## src/rtl/alu_pipe.sv

```systemverilog
// alu_pipe: two-stage pipelined ALU with valid/ready handshakes on both sides.
// Stage S1 registers the operands and opcode. Stage S2 registers the result,
// its status flags and out_valid. The block also keeps saturating counts of
// completed results and of completed illegal-opcode results.
module alu_pipe #(
    parameter int WIDTH = 64,
    parameter int CNT_W = 16
) (
    input  logic             clk,
    input  logic             rst_n,
    // operand-issue side
    input  logic             in_valid,
    output logic             in_ready,
    input  logic [WIDTH-1:0] in_a,
    input  logic [WIDTH-1:0] in_b,
    input  logic [2:0]       in_op,
    // writeback side
    output logic             out_valid,
    input  logic             out_ready,
    output logic [WIDTH-1:0] out_result,
    output logic             out_carry,
    output logic             out_ovf,
    output logic             out_zero,
    output logic             out_neg,
    output logic             out_err,
    // statistics
    output logic [CNT_W-1:0] op_count,
    output logic [CNT_W-1:0] err_count
);

    typedef enum logic [2:0] {
        OP_ADD  = 3'b000,   // a + b
        OP_SUB  = 3'b001,   // a - b
        OP_RSB  = 3'b010,   // b - a
        OP_OR   = 3'b011,
        OP_AND  = 3'b100,
        OP_XOR  = 3'b101,
        OP_XNOR = 3'b110,
        OP_ILL  = 3'b111    // reserved, reported through out_err
    } op_e;

    localparam logic [CNT_W-1:0] CNT_MAX = '1;
    localparam logic [CNT_W-1:0] CNT_ONE = CNT_W'(1);

    // Stage S1 state
    logic             s1_valid;
    logic [WIDTH-1:0] s1_a;
    logic [WIDTH-1:0] s1_b;
    op_e              s1_op;

    // Handshake control
    logic s2_advance;
    logic out_fire;

    // Datapath between S1 and S2
    logic [WIDTH:0]   sum_ext;
    logic [WIDTH:0]   diff_ab_ext;
    logic [WIDTH:0]   diff_ba_ext;
    logic             sign_a;
    logic             sign_b;
    logic [WIDTH-1:0] alu_result;
    logic             alu_carry;
    logic             alu_ovf;
    logic             alu_err;
    logic             alu_zero;
    logic             alu_neg;

    // S2 is free to take a new beat when it is empty or its beat leaves now.
    // in_ready depends on out_ready combinationally but never on in_valid,
    // so there is no combinational path from the input side to out_valid.
    assign s2_advance = !out_valid || out_ready;
    assign in_ready   = !s1_valid || s2_advance;
    assign out_fire   = out_valid && out_ready;

    // One extra bit on each arithmetic result captures carry-out / borrow.
    // For an unsigned subtraction the extra bit is set exactly when the
    // minuend is smaller than the subtrahend.
    assign sum_ext     = {1'b0, s1_a} + {1'b0, s1_b};
    assign diff_ab_ext = {1'b0, s1_a} - {1'b0, s1_b};
    assign diff_ba_ext = {1'b0, s1_b} - {1'b0, s1_a};
    assign sign_a      = s1_a[WIDTH-1];
    assign sign_b      = s1_b[WIDTH-1];

    // Result and carry/overflow selection for the opcode held in S1.
    always_comb begin
        // NOTE: every output of this block gets a default first so that no
        // opcode path leaves a signal unassigned and infers a latch.
        alu_result = '0;
        alu_carry  = 1'b0;
        alu_ovf    = 1'b0;
        alu_err    = 1'b0;
        case (s1_op)
            OP_ADD: begin
                alu_result = sum_ext[WIDTH-1:0];
                alu_carry  = sum_ext[WIDTH];
                alu_ovf    = (sign_a == sign_b) && (sum_ext[WIDTH-1] != sign_a);
            end
            OP_SUB: begin
                alu_result = diff_ab_ext[WIDTH-1:0];
                alu_carry  = diff_ab_ext[WIDTH];
                alu_ovf    = (sign_a != sign_b) && (diff_ab_ext[WIDTH-1] != sign_a);
            end
            OP_RSB: begin
                alu_result = diff_ba_ext[WIDTH-1:0];
                alu_carry  = diff_ba_ext[WIDTH];
                alu_ovf    = (sign_b != sign_a) && (diff_ba_ext[WIDTH-1] != sign_b);
            end
            OP_OR:   alu_result = s1_a | s1_b;
            OP_AND:  alu_result = s1_a & s1_b;
            OP_XOR:  alu_result = s1_a ^ s1_b;
            OP_XNOR: alu_result = ~(s1_a ^ s1_b);
            default: alu_err    = 1'b1;   // OP_ILL: result stays zero
        endcase
    end

    // zero/neg come from the final result, so an illegal op reports zero=1.
    assign alu_zero = (alu_result == '0);
    assign alu_neg  = alu_result[WIDTH-1];

    // Stage S1: capture an operand beat whenever the input side is ready.
    always_ff @(posedge clk or negedge rst_n) begin
        // NOTE: state registers use non-blocking assignments so that every
        // register samples its inputs from before the edge, independent of
        // the order in which the always blocks are evaluated.
        if (!rst_n) begin
            s1_valid <= 1'b0;
            s1_a     <= '0;
            s1_b     <= '0;
            s1_op    <= OP_ADD;
        end else if (in_ready) begin
            s1_valid <= in_valid;
            if (in_valid) begin
                s1_a  <= in_a;
                s1_b  <= in_b;
                s1_op <= op_e'(in_op);
            end
        end
    end

    // Stage S2: take the computed beat from S1 when S2 advances; otherwise
    // hold the presented result and flags stable under backpressure.
    always_ff @(posedge clk or negedge rst_n) begin
        // NOTE: the datapath registers are reset along with the valid bits
        // because the result and flag outputs must read zero during reset;
        // data registers that never reach an output could skip the reset.
        if (!rst_n) begin
            out_valid  <= 1'b0;
            out_result <= '0;
            out_carry  <= 1'b0;
            out_ovf    <= 1'b0;
            out_zero   <= 1'b0;
            out_neg    <= 1'b0;
            out_err    <= 1'b0;
        end else if (s2_advance) begin
            out_valid <= s1_valid;
            if (s1_valid) begin
                out_result <= alu_result;
                out_carry  <= alu_carry;
                out_ovf    <= alu_ovf;
                out_zero   <= alu_zero;
                out_neg    <= alu_neg;
                out_err    <= alu_err;
            end
        end
    end

    // Saturating counters of completed results and completed illegal ops.
    always_ff @(posedge clk or negedge rst_n) begin
        if (!rst_n) begin
            op_count  <= '0;
            err_count <= '0;
        end else if (out_fire) begin
            if (op_count != CNT_MAX) begin
                op_count <= op_count + CNT_ONE;
            end
            if (out_err && (err_count != CNT_MAX)) begin
                err_count <= err_count + CNT_ONE;
            end
        end
    end

endmodule

```

## config.mk

```make
export PLATFORM = sky130hd
export DESIGN_NAME = alu_pipe
export DESIGN_NICKNAME = d
export VERILOG_FILES = /design/src/rtl/alu_pipe.sv
export SDC_FILE = /design/constraint.sdc
export NUM_CORES = 1
export LEC_CHECK = 0
export ABC_AREA = 0
export BUFFER_PORTS_ARGS = -buffer_cell sky130_fd_sc_hd__buf_2
export CAP_MARGIN = 20
export CORE_MARGIN = 3
export CORE_UTILIZATION = 30
export DETAILED_ROUTE_END_ITERATION = 7
export GPL_ROUTABILITY_DRIVEN = 0
export PLACE_DENSITY = 0.52
export SYNTH_ARGS = -nofsm -noshare
export SYNTH_HDL_FRONTEND = slang
export SYNTH_SLANG_ARGS = --single-unit
```

## constraint.sdc

```tcl
create_clock -name clk -period 7.5 [get_ports clk]
set_clock_uncertainty 0.05 [all_clocks]
set_input_delay 0.75 -clock clk [delete_from_list [all_inputs] [get_ports clk]]
set_output_delay 0.75 -clock clk [all_outputs]
set_load 0.05 [all_outputs]
```

-- After elaboration in Yosys (flattened, before gate mapping)
Cells that the tools add are included.
- $add $sub $neg: 5
- $mul: 0
- div/mod/pow operators: 0
- order comparisons: 0
- eq/ne operators: 14
- shifts and indexed selects: 0
- mux-type cells: 4
- bitwise operators: 4
- reductions and logical operators: 16
- operator list (cell ; number):
    $pmux 64 s7 ; 1
    $sub 64x64->65 ; 2
    $add 64x64->65 ; 1
    $and 64x64->64 ; 1
    $logic_not 64->1 ; 1
    $not 64->64 ; 1
    $or 64x64->64 ; 1
    $xor 64x64->64 ; 1
    $add 16x1->16 const B ; 2
    $ne 16x16->1 const B ; 2
    $eq 3x3->1 const B ; 3
    $reduce_and 2->1 ; 4
    $reduce_or 7->1 ; 1
    $eq 3x2->1 const B ; 2
    $pmux 1 s3 ; 2
    $logic_and 1x1->1 ; 5
    $ne 1x1->1 ; 5
    $eq 3x1->1 const B ; 1
    $logic_not 3->1 ; 1
    $logic_not 1->1 ; 2
    $logic_or 1x1->1 ; 2
    $eq 1x1->1 ; 1
    $mux 1 ; 1
- flip-flop bits (word level): 234
- latch bits: 0
- memory bits (writable): 0
- bits in read-only memories: 0
- input bits: 135
- output and inout port bits: 103
- word-level logic and storage cells: 56
- memories: 0

-- Logic depth before layout (Yosys ltp)
- word-level depth: 4
- mapped depth: 17
- mapped depth without buffers: 17

-- Worst setup path before layout
No wires, ideal clock.
- path type: register to register
- from: register s1_b[0]
- to: register out_zero
- library setup time: 95 ps
- data arrival time: 3957 ps
- data required time: 7355 ps
- path slack: 3397 ps
- cell stages (with the launch flop): 18
- path buffers: 0
- period minus slack after synthesis: 4103 ps
- cells stage by stage: dfrtp_1 -> inv_1 -> ha_1 -> inv_1 -> fa_1 -> nor2b_1 -> o311ai_1 -> nand3_1 -> a21oi_2 -> o211ai_1 -> nor3b_1 -> o32a_1 -> nor4_1 -> nand4_1 -> or4_1 -> nor4_1 -> nand4_1 -> o31ai_1
- longest elaborated chain between the ends: 4
- elaborated cells between the ends (all ways): 9
- classes of those cells: add/sub: 3; mux: 1; bitwise: 4; reduce/logical: 1
- ends and longest elaborated chain (element ; RTL line ; text):
    start, declared ; 48 ; logic [WIDTH-1:0] s1_b;
    start signal, assigned ; 134 ; s1_b <= in_b;
    parallel branches: the longest is 2 deep, another holds $sub 64x64->65 ; -- ;
    $pmux 64 s7 (*) ; 92 ; case (s1_op)
    $logic_not 64->1 (*) ; 117 ; assign alu_zero = (alu_result == '0);
    end signal, assigned ; 160 ; out_zero <= alu_zero;
    end, declared ; 23 ; output logic out_zero,
Every way passes the cells marked *.
A chain may end at the register's enable or synchronous reset.

-- Worst setup path in the final report
- from: register s1_b[6]
- to: register out_zero
The elaborated chain is that of the path after synthesis.

==> impl_metrics.py <==
metrics = {
    "run_status": {
        "status": "complete, no violations",
    },
    "route": {
        "drc_errors": 0,
        "vias_per_cell": 6.214,
        "avgRoutedWirePerCell_um": 26.28,
        "antenna_left": 0,
        "drt_wl_total_um": 121000,
        "drt-initial-drc-count": 4022,
        "drt_pass1_iterations": 7,
        "via_count": 28610,
    },
    "floorplanning": {
        "start_util_pct": 30.56,
        "core-area_mm2": 0.08608,
        "die-area_mm2": 0.09128,
        "die_w_um": 302.1,
        "die_h_um": 302.1,
        "rows": 107,
        "pin_count": 238,
    },
    "timing": {
        "whs_ns": 0.3261,
        "relSlewSlack_pct": 20.84,
        "worst_pin_slew_ns": 1.177,
        "drv_slew": 0,
        "finalHoldViolations": 0,
        "finalWorstPathRequiredPeriod_ns": 5.963,
        "finalSetupViolations": 0,
        "tns_ns": 0,
        "fmax_ghz": 0.1677,
        "fin_crit_sh_pct": 79.51,
        "rsz0062_at_grt": "no",
    },
    "synthesis": {
        "synth_commonest_cells": "310 x a21oi_1, 272 x nand2_1, 270 x ha_1",
        "async_flop_share_pct": 100.0,
        "synth_edf_count": 0,
        "synth_top_area_share_pct": 22.16,
        "synthCells": 3338,
        "synth_seq_area_share_pct": 22.16,
        "synth.most_common_cell": "a21oi_1",
        "synth_top_cell_by_area": "dfrtp_1",
        "syn_nets": 3746,
        "synth_area_per_cell_um2": 7.881,
        "synth.area.top_cells": "dfrtp_1 22%, ha_1 13%, mux2_2 6.6%",
        "synthFlopType": "dfrtp_1",
        "yosys_warnings": 0,
        "syn_area_mm2": 0.02631,
        "synth_cell_types": 91,
        "ys_ff_latch": 233,
    },
    "placed_design": {
        "io_buffer_count": 237,
        "dp_hpwl_um": 94760,
        "dp.cells": 4550,
        "place_area_mm2": 0.02842,
    },
    "clock_network": {
        "cts_tree": "done",
        "cts_root_buf": "clkbuf_16",
        "clock_latency_ns": 0.61,
        "clkTransAtPathRegs_ns": 0.08,
        "cts_htree_levels": 1,
        "cts_resized": 0,
        "numCtsBuffers": 28,
        "cts_buffer_depth": 3,
        "clock-sinks": 233,
    },
    "global_route": {
        "grt_max_degree": 147,
        "grtUsageTotal_pct": 25.29,
        "grt_pass1_vias": 26460,
        "antenna_found_initial": 13,
        "grt_overflow": 0,
        "grt_pass1_wl_um": 176500,
    },
    "run": {
        "cap_violations": 0,
    },
    "pwr": {
        "p_total_mw": 9.413,
        "max-vdd-ir-drop_uv": 218.4,
        "p_per_area_mw_per_mm2": 320.2,
        "leakage_nw": 12.49,
    },
    "finish": {
        "area_delta_synth_final_pct": 11.74,
        "fin_cells": 4604,
        "final_area_mm2": 0.02940,
        "fill_cells": 9178,
        "layout-drive-gt1-share_pct": 16.05,
        "layout.nets": 3847,
    },
    "critical_path": {
        "worstSetupPathType": "reg -> reg",
        "arrival_ns": 6.42,
        "cp-start-kind": "flip-flop",
        "crit_required_ns": 7.95,
        "cp-end-kind": "flip-flop",
        "cp_max_fo": 19,
    },
    "hold_path": {
        "hp-class": "in -> reg",
    },
}
## layout make-up
| class | instances | area (µm²) | share of cell area, % |
|---|---|---|---|
| multi-input combinational | 2673 | 18810 | 64.00 |
| tap | 1144 | 1431 | 4.869 |
| sequential | 233 | 5833 | 19.84 |
| clock inverter | 11 | 148.9 | 0.5065 |
| inverter | 221 | 829.5 | 2.822 |
| clock buffer | 38 | 798.3 | 2.716 |
| timing repair buffer | 282 | 1536 | 5.227 |
| antenna | 2 | 5.005 | 0.01703 |
## timing repair
item,CTS,global route
setup endpoints to repair,0,0
endpoints found under the hold margin,29,0
buffers inserted,0,0
hold buffers,1,0
## stage by stage
| stage | utilization (%) | worst slack, ns |
|---|---|---|
| after floorplan | - | 3.397 |
| after global placement | 33.01 | 1.621 |
| after detailed placement | 33.02 | 1.876 |
| after CTS | 34.13 | 1.817 |
| after global routing | 34.14 | 1.422 |
| final | 34.15 | 1.537 |
## cell usage in the layout, fill, tap and decap left out, types with 18 or more instances in the layout
master / netlist / final
a21oi_1: 310 / 310
ha_1: 270 / 270
nand2_1: 272 / 268
nor2_1: 240 / 237
buf_2: 40 / 236
dfrtp_1: 233 / 231
o21ai_0: 208 / 208
inv_1: 206 / 206
mux2_2: 154 / 154
o31ai_1: 87 / 87
nand3_1: 80 / 79
nor3_1: 76 / 75
xnor2_1: 68 / 68
nand4_1: 65 / 65
mux2i_1: 59 / 59
o22ai_1: 56 / 56
nor4_1: 50 / 50
o211ai_1: 47 / 47
nor2b_1: 44 / 43
a31oi_1: 42 / 42
a221oi_1: 40 / 40
a211oi_1: 39 / 39
buf_4: 4 / 39
o21bai_1: 38 / 38
o221ai_1: 38 / 38
a21o_1: 33 / 33
clkbuf_16: 0 / 28
o21a_1: 27 / 27
nand2b_1: 23 / 23
and2_1: 18 / 18
## power breakdown
part	internal (mW)	leakage, nW	total, mW	switching, mW
clock network	0.843	0.470	1.43	0.590
registers	1.55	2.81	1.83	0.281
logic	1.72	9.21	6.15	4.43
## kinds of logic (layout without fill, tap and decap cells)
group	after synthesis	after routing	share of synthesized area (%)
other	0	2	0
AND/OR/NAND/NOR	960	960	17.94
AO/OA/AOI/OAI	1152	1152	28.97
flip-flops	233	233	22.16
multiplexers	213	213	8.837
adder cells (fa/ha/maj)	273	273	13.07
XOR/XNOR	75	75	2.497
buffers and inverters	432	552	6.516
## path summary, 6_finish.rpt
path	startpoint	end	slack, ns	cells past startpoint
worst max-delay path	s1_b[6]	out_zero	1.54	15
worst min register to register	out_result[32]	out_result[32]	0.42	1
worst max register to register	s1_b[6]	out_zero	1.54	15
worst min-delay path	in_b[10]	s1_b[10]	0.33	2
max in group asynchronous	rst_n	s1_a[59]	5.63	3
min in group asynchronous	rst_n	s1_b[17]	0.55	2
## layer usage
metal | share of wire, % | routed length [µm] | vias up | global-route usage [%]
li1 | - | - | 12570 | -
met5 | 0.10 | 124 | - | 0
met3 | 12 | 14090 | 417 | 5.713
met2 | 41 | 49060 | 1925 | 37.01
met4 | 5.3 | 6415 | 18 | 11.04
met1 | 42 | 51300 | 13680 | 35.40
## critical path, cell delays in order (launching register included)
cell      delay (ns)
dfrtp_1         0.40
inv_1           0.08
ha_1            0.56
nor4_1          0.65
o31ai_1         0.32
a311oi_1        0.76
nor3_1          0.26
a21oi_2         0.31
nor2_2          0.14
nor4_2          0.24
nor3_1          0.08
or4_1           0.57
or4_1           0.57
nor4_1          0.45
nand4_1         0.17
o31ai_1         0.27
## sequential cells by signal, indices dropped and copies added (netlist names)
signal,cells
err_count,16
out_zero,1
s1_a,64
out_valid,1
s1_op,3
s1_b,64
out_ovf,1
s1_valid,1
out_err,1
op_count,16
out_result,64
out_carry,1
Note: power is estimated with default switching activity, not from simulation.
